## src/rtl/ioctl_stream_tx_if.sv

```systemverilog
// ioctl_stream_tx_if: signal bundle for the ioctl download bus and the
// byte-wide source port that feeds it.
//   master : driven by the transmitter (ioctl_stream_tx)
//   slave  : the side that supplies bytes and accepts ioctl strobes
// ioctl side : ioctl_download, ioctl_index, ioctl_addr, ioctl_dout,
//              ioctl_wr (master -> slave), ioctl_wait (slave -> master)
// source side: src_addr, src_rd (master -> slave),
//              src_data, src_valid (slave -> master)
interface ioctl_stream_tx_if #(
  parameter int ADDR_W = 25
);
  logic              ioctl_download;
  logic [7:0]        ioctl_index;
  logic [ADDR_W-1:0] ioctl_addr;
  logic [7:0]        ioctl_dout;
  logic              ioctl_wr;
  logic              ioctl_wait;

  logic [ADDR_W-1:0] src_addr;
  logic              src_rd;
  logic [7:0]        src_data;
  logic              src_valid;

  modport master (
    output ioctl_download, ioctl_index, ioctl_addr, ioctl_dout, ioctl_wr,
    output src_addr, src_rd,
    input  ioctl_wait, src_data, src_valid
  );

  modport slave (
    input  ioctl_download, ioctl_index, ioctl_addr, ioctl_dout, ioctl_wr,
    input  src_addr, src_rd,
    output ioctl_wait, src_data, src_valid
  );
endinterface

```

## src/rtl/ioctl_stream_tx.sv

```systemverilog
// ioctl_stream_tx: replays a byte source as an ioctl_download / ioctl_wr
// burst, standing in for the HPS so the core's loaders can be bootstrapped
// without host firmware.
//   clk_sys        : single clock, rising edge
//   RESET          : asynchronous, active-low reset
//   start          : begin a transfer (accepted only when idle)
//   index, length  : image index and byte count, latched on accepted start
//   busy           : high whenever not idle
//   done           : one-cycle pulse at the end of a transfer
//   bus (master)   : ioctl download bus plus byte-source fetch port
module ioctl_stream_tx #(
  parameter int ADDR_W = 25,
  parameter int WR_GAP = 2
) (
  input  logic              clk_sys,
  input  logic              RESET,
  input  logic              start,
  input  logic [7:0]        index,
  input  logic [ADDR_W-1:0] length,
  output logic              busy,
  output logic              done,
  ioctl_stream_tx_if.master bus
);

  typedef enum logic [2:0] {
    S_IDLE,
    S_FETCH,
    S_WRITE,
    S_GAP,
    S_FINISH
  } state_t;

  state_t            state;
  logic [ADDR_W-1:0] cnt;       // bytes already strobed
  logic [ADDR_W-1:0] len_q;     // latched byte count
  logic [7:0]        gap_cnt;   // remaining GAP cycles minus one
  logic              wr_armed;  // in WRITE with a byte waiting for its strobe

  logic [ADDR_W-1:0] cnt_inc;
  assign cnt_inc = cnt + ADDR_W'(1);

  // NOTE: the strobe is gated combinationally by ioctl_wait so that the
  // first cycle with wait low carries the strobe; a registered strobe would
  // lag the release of back-pressure by one cycle.
  assign bus.ioctl_wr = wr_armed & ~bus.ioctl_wait;

  // NOTE: every register, outputs included, is cleared by the asynchronous
  // reset so an interrupted transfer leaves nothing behind on the bus.
  always_ff @(posedge clk_sys or negedge RESET) begin
    if (!RESET) begin
      state              <= S_IDLE;
      cnt                <= '0;
      len_q              <= '0;
      gap_cnt            <= '0;
      wr_armed           <= 1'b0;
      busy               <= 1'b0;
      done               <= 1'b0;
      bus.ioctl_download <= 1'b0;
      bus.ioctl_index    <= '0;
      bus.ioctl_addr     <= '0;
      bus.ioctl_dout     <= '0;
      bus.src_addr       <= '0;
      bus.src_rd         <= 1'b0;
    end else begin
      done <= 1'b0;
      case (state)
        S_IDLE: begin
          if (start) begin
            bus.ioctl_index <= index;
            len_q           <= length;
            cnt             <= '0;
            busy            <= 1'b1;
            if (length != '0) begin
              state              <= S_FETCH;
              bus.ioctl_download <= 1'b1;
              bus.src_rd         <= 1'b1;
              bus.src_addr       <= '0;
            end else begin
              // Empty image: report completion without touching the bus.
              state <= S_FINISH;
              done  <= 1'b1;
            end
          end
        end

        S_FETCH: begin
          if (bus.src_valid) begin
            bus.ioctl_dout <= bus.src_data;
            bus.ioctl_addr <= cnt;
            bus.src_rd     <= 1'b0;
            wr_armed       <= 1'b1;
            state          <= S_WRITE;
          end
        end

        S_WRITE: begin
          if (!bus.ioctl_wait) begin
            wr_armed <= 1'b0;
            cnt      <= cnt_inc;
            if (WR_GAP != 0) begin
              state   <= S_GAP;
              gap_cnt <= 8'(WR_GAP - 1);
            end else if (cnt_inc < len_q) begin
              state        <= S_FETCH;
              bus.src_rd   <= 1'b1;
              bus.src_addr <= cnt_inc;
            end else begin
              state              <= S_FINISH;
              bus.ioctl_download <= 1'b0;
              done               <= 1'b1;
            end
          end
        end

        S_GAP: begin
          if (gap_cnt == 8'd0) begin
            // cnt was already advanced by the strobe that opened this gap.
            if (cnt < len_q) begin
              state        <= S_FETCH;
              bus.src_rd   <= 1'b1;
              bus.src_addr <= cnt;
            end else begin
              state              <= S_FINISH;
              bus.ioctl_download <= 1'b0;
              done               <= 1'b1;
            end
          end else begin
            gap_cnt <= gap_cnt - 8'd1;
          end
        end

        S_FINISH: begin
          state <= S_IDLE;
          busy  <= 1'b0;
        end

        default: begin
          state <= S_IDLE;
          busy  <= 1'b0;
        end
      endcase
    end
  end

endmodule
```

## src/flat_wrapper.sv

```systemverilog
// flat-port wrapper written by rule: the top's interface ports become plain ports
module ioctl_stream_tx_flat 
#(
  parameter int ADDR_W = 25,
  parameter int WR_GAP = 2
)
  (clk_sys, RESET, start, index, length, busy, done, bus_ioctl_download, bus_ioctl_index, bus_ioctl_addr, bus_ioctl_dout, bus_ioctl_wr, bus_src_addr, bus_src_rd, bus_ioctl_wait, bus_src_data, bus_src_valid);
  ioctl_stream_tx_if #(.ADDR_W(ADDR_W)) bus_i ();
  input  logic clk_sys;
  input  logic RESET;
  input  logic start;
  input  logic [7:0] index;
  input  logic [ADDR_W-1:0] length;
  output logic busy;
  output logic done;
  output wire logic [$bits(bus_i.ioctl_download)-1:0] bus_ioctl_download;
  output wire logic [$bits(bus_i.ioctl_index)-1:0] bus_ioctl_index;
  output wire logic [$bits(bus_i.ioctl_addr)-1:0] bus_ioctl_addr;
  output wire logic [$bits(bus_i.ioctl_dout)-1:0] bus_ioctl_dout;
  output wire logic [$bits(bus_i.ioctl_wr)-1:0] bus_ioctl_wr;
  output wire logic [$bits(bus_i.src_addr)-1:0] bus_src_addr;
  output wire logic [$bits(bus_i.src_rd)-1:0] bus_src_rd;
  input wire logic [$bits(bus_i.ioctl_wait)-1:0] bus_ioctl_wait;
  input wire logic [$bits(bus_i.src_data)-1:0] bus_src_data;
  input wire logic [$bits(bus_i.src_valid)-1:0] bus_src_valid;
  assign bus_ioctl_download = bus_i.ioctl_download;
  assign bus_ioctl_index = bus_i.ioctl_index;
  assign bus_ioctl_addr = bus_i.ioctl_addr;
  assign bus_ioctl_dout = bus_i.ioctl_dout;
  assign bus_ioctl_wr = bus_i.ioctl_wr;
  assign bus_src_addr = bus_i.src_addr;
  assign bus_src_rd = bus_i.src_rd;
  assign bus_i.ioctl_wait = bus_ioctl_wait;
  assign bus_i.src_data = bus_src_data;
  assign bus_i.src_valid = bus_src_valid;
  ioctl_stream_tx #(.ADDR_W(ADDR_W), .WR_GAP(WR_GAP)) u_core (.clk_sys(clk_sys), .RESET(RESET), .start(start), .index(index), .length(length), .busy(busy), .done(done), .bus(bus_i));
endmodule
```

## config.mk

```make
export PLATFORM = sky130hd
export DESIGN_NAME = ioctl_stream_tx_flat
export DESIGN_NICKNAME = d
export VERILOG_FILES = /design/src/rtl/ioctl_stream_tx_if.sv /design/src/rtl/ioctl_stream_tx.sv /design/src/flat_wrapper.sv
export SDC_FILE = /design/constraint.sdc
export NUM_CORES = 1
export LEC_CHECK = 0
export BUFFER_PORTS_ARGS = -buffer_cell sky130_fd_sc_hd__buf_4
export CORE_MARGIN = 2
export CORE_UTILIZATION = 55
export CTS_CLUSTER_SIZE = 14
export DETAILED_ROUTE_END_ITERATION = 10
export PLACE_DENSITY = 0.89
export SETUP_SLACK_MARGIN = 0.1
export SLEW_MARGIN = 10
export SYNTH_ARGS = -nofsm -noshare
export SYNTH_HDL_FRONTEND = slang
export SYNTH_SLANG_ARGS = --single-unit
```

## constraint.sdc

```tcl
create_clock -name clk_sys -period 2.6 [get_ports clk_sys]
set_input_delay 0.39 -clock clk_sys [delete_from_list [all_inputs] [get_ports clk_sys]]
set_output_delay 0.39 -clock clk_sys [all_outputs]
set_load 0.005 [all_outputs]
```

**After elaboration in Yosys (flattened, before gate mapping)**

Index checks and enable logic that the tools add are counted.

- Logic and storage cells: 86
- Bits of input ports: 46
- Output and inout port bits: 71
- Flip-flop bits (word level): 132

- Reduce and logical (&&, ||, !) cells: 19
- $lt $le $gt $ge: 1
- Muxes and demuxes: 37
- Equality and inequality tests: 11
- $add $sub $neg: 2
- Bitwise gates (word level): 3

Operators by type and width:

| kind | number |
|---|---|
| 25-bit 2-to-1 mux | 6 |
| 25-bit one-hot mux with 2 select lines | 2 |
| 25-bit by 1-bit adder with 25-bit output, second input constant | 1 |
| 25-bit < comparator | 1 |
| 25-bit nonzero test | 1 |
| 3-bit 2-to-1 mux | 6 |
| 8-bit 2-to-1 mux | 2 |
| 8-bit one-hot mux with 2 select lines | 1 |
| 1-bit 2-to-1 mux | 14 |
| 3-bit one-hot mux with 4 select lines | 1 |
| 2-bit inequality test, second input constant | 5 |
| 5-bit AND reduction | 2 |
| 3-bit AND reduction | 3 |
| 8-bit zero test | 1 |
| 1-bit one-hot mux with 2 select lines | 4 |
| 2-bit nonzero test | 4 |
| 8-bit by 1-bit subtractor with 8-bit output, second input constant | 1 |
| 3-bit by 2-bit == test with 1-bit output, second input constant | 2 |
| 2-bit by 1-bit inequality test with 1-bit output, second input constant | 3 |
| 2-bit AND reduction | 3 |
| 6-bit AND reduction | 1 |
| 4-bit AND reduction | 1 |
| 3-bit by 1-bit == test with 1-bit output, second input constant | 1 |
| 3-bit zero test | 1 |
| other kinds (5) | 6 |

**Longest topological paths before layout**

Gate-level depths: netlist of run 1.

- Word-level depth: 4
- Gate-level depth with buffers: 10
- Depth with buffers taken out: 8

**Least setup slack after synthesis of run 1**

No wires, ideal clock.

- Path type: reg-to-reg
- Start point: reg u_core.cnt[24]
- End point: reg u_core.bus.src_addr[10]
- Stages on the path, launching flop included: 10
- Required time: 2.479 ns
- Slack: 0.474 ns
- Clock period less this slack: 2.126 ns
- Setup time: 0.121 ns
- Path buffers: 2
- Arrival: 2.005 ns
- Cells stage by stage: dfrtp_1 -> ha_1 -> nand4_1 -> nor4_2 -> nand2_1 -> o211ai_2 -> nor2b_1 -> buf_4 -> buf_4 -> a22o_1

- Word-level cells in the longest chain between the ends: 3

RTL lines:

| what | RTL line | source |
|---|---|---|
| from (decl) | ioctl_stream_tx.sv:34 | `logic [ADDR_W-1:0] cnt;` |
| from (signal assigned) | ioctl_stream_tx.sv:99 | `cnt <= cnt_inc;` |
| 25-bit < comparator | ioctl_stream_tx.sv:118 | `if (cnt < len_q) begin` |
| 2-bit by 1-bit inequality test with 1-bit output (no line) | -- |  |
| 5-bit AND reduction (no line) | -- |  |
| to (signal assigned) | ioctl_stream_tx.sv:106 | `bus.src_addr <= cnt_inc;` |
| to (signal assigned) | ioctl_stream_tx.sv:121 | `bus.src_addr <= cnt;` |
| to (decl) | ioctl_stream_tx_if.sv:26 | `output src_addr, src_rd,` |

Every way passes these cells.
A chain may end at the register's enable or synchronous reset.

**Final worst setup path of run 1**

- Start point: reg u_core.cnt[18]
- End point: reg u_core.bus.src_addr[3]

The elaborated chain is that of the path after synthesis.

==> impl_metrics.tcl, run 1 <==
set metrics [dict create \
    status "complete, no violations" \
    synth_top_area_cell "dfrtp_1" \
    dp_hpwl_um 10300 \
    setup_viol 0 \
    fin_crit_sh 0.940 \
    crit_arrival_ns 2.92 \
    die-area_um2 11900 \
    synth.area.top_cells "dfrtp_1 54%, mux2_2 7.8%, ha_1 5.3%, a22o_1 3.6%, o21ai_0 3.3%" \
    htreeDepth 4 \
    fp.dieW_um 109 \
    p_total_uw 7090 \
    worstPathMaxFanout 6 \
    use_met1 0.320 \
    synth-edff-count 0 \
    setup_tns_ns 0 \
    num-fill-cells 721 \
    wirelength_um 15100 \
    path_class "flip-flop to flip-flop" \
    grt.busiest_layer "met2" \
    grtUsageMet2 0.446 \
    placement.io_buffers 116 \
    synth_seq_cells 132 \
    path_clk_slew_ns 0.06 \
    worst_r2r_path_depth 8 \
    dr.pass1.iters 5 \
    max_freq_mhz 409 \
    grt_pass1_wl_um 23600 \
    slew_viol_final 0 \
    antenna_found_initial 0 \
    power_density_nw_per_um2 904 \
    place_congestion 0.881 \
    period_minus_slack_ns 2.44 \
    cts_made_buffers 17 \
    num_vias 4775 \
    clockBufferDepth 2 \
    start_util 0.561 \
    ys_async_sr_fraction 1.00 \
    use_met3 0.0711 \
    slew_headroom 0.422 \
    ys.flop_type "dfrtp_1" \
    hold_start "length[14]" \
    drv_cap 0 \
    holdPathEnd "u_core.len_q[14]" \
    drive_gt1_frac 0.340 \
    final_antenna_net_count 0 \
    synth_nets 609 \
    cts_tree "built" \
    coreArea_um2 10800 \
    syn2layout_area_growth_pct 28.8 \
    r2r_end "u_core.bus.src_addr[3]" \
    reg2reg_slack_ns 0.16 \
    seq_area_frac_synth 0.543 \
    ctsRootBufferMaster "clkbuf_8" \
    drcViolationCount 0 \
    avgSynthCellArea_um2 11.3 \
    cp-end-kind "flip-flop" \
    startpoint_type "flip-flop" \
    mostFrequentLayoutCell "buf_4" \
    critPathRequiredTime_ns 3.08 \
    yosysTopAreaCellShare 0.543 \
    layout_common_cells "137 x buf_4, 132 x dfrtp_1, 52 x nand2_1" \
    p_leak_uw 0.00382 \
    drtIter0Drc 375 \
    rows 38 \
    yosysUniqueCellTypes 53 \
    timing.rr.start "u_core.cnt[18]" \
    ir_worst_vdd_mv 0.598 \
    skew_ns 0.00743 \
    cts-resized-gates 0 \
    finalHoldViolCount 0 \
    grt_overflow 0 \
    antenna_cells 0 \
    viasPerCell 5.76 \
    grt_pass1_vias 4853 \
    yosys_warnings 0 \
    syn_area_um2 6080 \
    hold_class "input port to flip-flop" \
    rsz0062_at_grt "false" \
    ioPinCount 117 \
    final_nets 748 \
    fp.dieH_um 109 \
    postSynthCellCount 537 \
    grt_max_degree 53 \
    clk_latency_ns 0.54 \
    tightest_slew_ns 0.860 \
    min_path_cells 3 \
    grt_usage 0.263 \
    wire_per_inst_um 18.2 \
    clock-sinks 132 \
]
[worst max-delay path: stages (launching register included)]
cell      delay [ns]
dfrtp_1         0.44
ha_1            0.35
nand4_1         0.16
nor4_2          0.39
nand2_1         0.15
or3_4           0.40
o211ai_4        0.14
buf_4           0.22
a22o_1          0.13
[flip-flops by register name, indices dropped and copies added, names as in the netlist, 3 cells and up]
signal,flops
u_core.bus.ioctl_addr,25
u_core.bus.ioctl_dout,8
u_core.bus.ioctl_index,8
u_core.bus.src_addr,25
u_core.cnt,25
u_core.gap_cnt,8
u_core.len_q,25
u_core.state,3
[where the power goes]
part | switching [uW] | leakage, uW | total (uW) | internal [uW]
combinational | 1050 | 0.00181 | 1950 | 895
sequential | 276 | 0.00173 | 2770 | 2490
clock | 872 | 0.000285 | 2370 | 1500
[area by class of cell]
type	count	area (um2)	area share
repair buffers	142	1110	0.142
well taps	140	175	0.0223
inverters	30	113	0.0144
clock inverters	10	130	0.0166
clock buffers	22	453	0.0578
multi-input cells	353	2550	0.325
flip-flops and latches	132	3300	0.421
[synth_stat cells (12+ instances only)]
| master | number |
|---|---|
| dfrtp_1 | 132 |
| nand2_1 | 52 |
| mux2_2 | 42 |
| o21ai_0 | 40 |
| nor2_1 | 39 |
| inv_1 | 30 |
| ha_1 | 26 |
| a22o_1 | 25 |
| a21oi_1 | 18 |
| xnor2_1 | 12 |
| xor2_1 | 12 |
[layer usage]
metal,vias to the layer above,routed length [um]
li1,2162,-
met1,2376,5930
met2,199,7740
met3,38,1010
met4,0,395
met5,-,0
[per-stage QoR]
step,instance area [um2],hold slack (ns),setup WS (ns),util,cells
global placement,7200,0.382,0.298,0.664,793
CTS,7790,0.0515,0.173,0.719,826
detailed placement,7200,0.399,0.210,0.664,793
global route,7840,0.0702,0.0645,0.723,829
floorplan,6080,0.0944,0.474,-,537
finish,7840,0.0725,0.156,0.723,829
[what timing repair did]
item                                    4_1_cts  5_1_grt
endpoints found under the hold margin        36        0
setup buffers                                 0        1
hold buffers                                  1        0
endpoints found under the setup margin        0       22
[how the worst max path moves through the flow]
stage | start | to | slack (ns) | cells after the start
final | u_core.cnt[18] | u_core.bus.src_addr[3] | 0.16 | 8
after global routing | u_core.cnt[20] | u_core.bus.src_addr[2] | 0.06 | 8
after floorplan | u_core.cnt[24] | u_core.bus.src_addr[10] | 0.47 | 9
after global placement | u_core.cnt[22] | u_core.bus.src_rd | 0.30 | 8
after detailed placement | u_core.cnt[23] | u_core.bus.src_addr[7] | 0.21 | 8
after CTS | u_core.cnt[23] | u_core.bus.src_addr[17] | 0.17 | 8
[cells by family after synthesis]
group	count (synthesis)	share of synthesized area
buf+inv	52	0.0399
fa+ha+maj	26	0.0535
xor+xnor	24	0.0345
mux	43	0.0794
compound gates	98	0.110
simple gates	162	0.140
flops	132	0.543
(Power assumes the default switching activity.)
==> run 2: changes to the inputs <==
Settings changed: CELL_PAD_IN_SITES_DETAIL_PLACEMENT set to 2, CELL_PAD_IN_SITES_GLOBAL_PLACEMENT set to 2, CORE_UTILIZATION 55 to 36, PLACE_DENSITY 0.89 to 0.9.
==> run 2 against run 1 <==
Hold slack improved by 0.11 ns. Clock skew rose by 0.013 ns. Critical path depth up 1. Sequential cell count did not move. Power increased by 11%. Highest routed layer unchanged. Via count grew 6.8%. First-iteration DRC count decreased by 27%.
==> impl_metrics.tcl, run 2 (synthesis results as in run 1) <==
set metrics [dict create \
    grt_usage 0.258 \
    setup_tns_ns 0 \
    fp.dieH_um 134 \
    fin_crit_sh 0.973 \
    place_congestion 0.797 \
    setup_viol 0 \
    viasPerCell 5.59 \
    final_antenna_net_count 0 \
    hold_class "input port to flip-flop" \
    fp.dieW_um 134 \
    p_total_uw 7870 \
    drtIter0Drc 272 \
    startpoint_type "flip-flop" \
    path_delay_family "compound AO/OA/AOI/OAI gates" \
    max_stage_delay_ns 0.37 \
    antenna_found_initial 0 \
    clk_latency_ns 0.44 \
    layout_common_cells "136 x buf_4, 128 x dfrtp_1, 51 x nand2_1" \
    antenna_cells 0 \
    reg2reg_slack_ns 0.07 \
    die-area_um2 18000 \
    slew_viol_final 0 \
    power_density_nw_per_um2 964 \
    timing.rr.start "u_core.len_q[14]" \
    path_buf_inv 2 \
    wire_per_inst_um 25.9 \
    rows 47 \
    finalHoldViolCount 0 \
    max_freq_mhz 395 \
    drv_cap 0 \
    syn2layout_area_growth_pct 34.2 \
    wirelength_um 23600 \
    r2r_end "u_core.bus.src_addr[9]" \
    critPathRequiredTime_ns 2.96 \
    cp_num_cells 9 \
    worst_path_max_delay_cell "dfrtp_1" \
    mostFrequentLayoutCell "buf_4" \
    timing.hold.ws_ns 0.183 \
    cp-end-kind "flip-flop" \
    rsz0062_at_grt "false" \
    skew_ns 0.0203 \
    coreArea_um2 16500 \
    start_util 0.368 \
    worstPathCellList "inv_1 > ha_1 > a21oi_1 > o21ai_0 > a221oi_2 > o211ai_2 > nor2b_2 > buf_6 > a22o_1" \
    tightest_slew_ns 0.595 \
    drive_gt1_frac 0.362 \
    dp_hpwl_um 14100 \
    crit_arrival_ns 2.89 \
    dr.pass1.iters 4 \
    num_vias 5102 \
    worstPathMaxFanout 18 \
    status "complete, no violations" \
    endpoint "u_core.bus.src_addr[9]" \
    path_class "flip-flop to flip-flop" \
    grt_pass1_wl_um 34600 \
    cts_made_buffers 17 \
    drcViolationCount 0 \
    p_leak_uw 0.00390 \
    final_nets 752 \
    grt_pass1_vias 5890 \
    htreeDepth 4 \
    grt_max_degree 81 \
    clockBufferDepth 2 \
    path_clk_slew_ns 0.06 \
    grt_overflow 0 \
    worst_r2r_path_depth 9 \
    period_minus_slack_ns 2.53 \
    placement.io_buffers 116 \
    ctsRootBufferMaster "clkbuf_16" \
    ioPinCount 117 \
    ir_worst_vdd_mv 0.544 \
    crit_start "u_core.len_q[14]" \
    clock-sinks 132 \
    slew_headroom 0.603 \
    cts_tree "built" \
]
==> run 2: cell types whose count changed in the layout (fill, tap and decap cells not counted), sizes merged <==
cell,before,now
clkinvlp,2,0
buf,140,144
clkinv,5,3
clkbuf,23,25
bufinv,3,5
==> run 2: metrics by stage <==
stage,setup slack (ns),util,area [um2],cells
global route,0.0218,0.494,8170,913
detailed placement,0.0858,0.444,7330,875
finish,0.0712,0.494,8170,913
CTS,0.0806,0.487,8040,909
floorplan,0.474,-,6080,537
global placement,0.298,0.444,7330,875
==> run 2: final cells by class <==
class,instances,area [um2]
tap,220,275
sequential,132,3310
timing repair buffer,146,1170
clock inverter,8,169
fill,1610,8360
multi-input combinational,353,2630
inverter,30,113
clock buffer,24,502
==> run 2: how the worst min path moves through the flow <==
stage	slack, ns	cells after the start	endpoint	startpoint
after global placement	0.34	1	u_core.cnt[12]	RESET
final	0.18	3	u_core.len_q[18]	length[18]
after floorplan	0.09	0	u_core.bus.ioctl_addr[0]	RESET
after detailed placement	0.35	1	u_core.cnt[11]	RESET
after global routing	0.19	2	u_core.bus.ioctl_index[1]	index[1]
after CTS	0.18	3	u_core.len_q[18]	length[18]
==> run 2: routing by layer <==
layer | track usage | part of all wire
met5 | 0 | 0
met2 | 0.468 | 0.53
met3 | 0.0488 | 0.041
met1 | 0.293 | 0.39
met4 | 0.122 | 0.045
==> run 2: report_power, final <==
group	internal (uW)	total (uW)	switching [uW]
registers	2490	2800	308
clock network	1830	2780	954
logic	967	2280	1320
total	5290	7870	2580
==> run 2: what timing repair did <==
action	4_1_cts	5_1_grt
endpoints found under the hold margin	43	0
resized for setup	6	13
hold buffers	1	0
buffers inserted	1	2
gates cloned	0	2
endpoints found under the setup margin	28	28
pin swaps	1	4
==> run 2: worst register-to-register path: stages (launching register included) <==
cell and delay, ns:
dfrtp_1 0.37, inv_1 0.09, ha_1 0.34, a21oi_1 0.27, o21ai_0 0.15, a221oi_2 0.33, o211ai_2 0.19, nor2b_2 0.22
buf_6 0.24, a22o_1 0.24
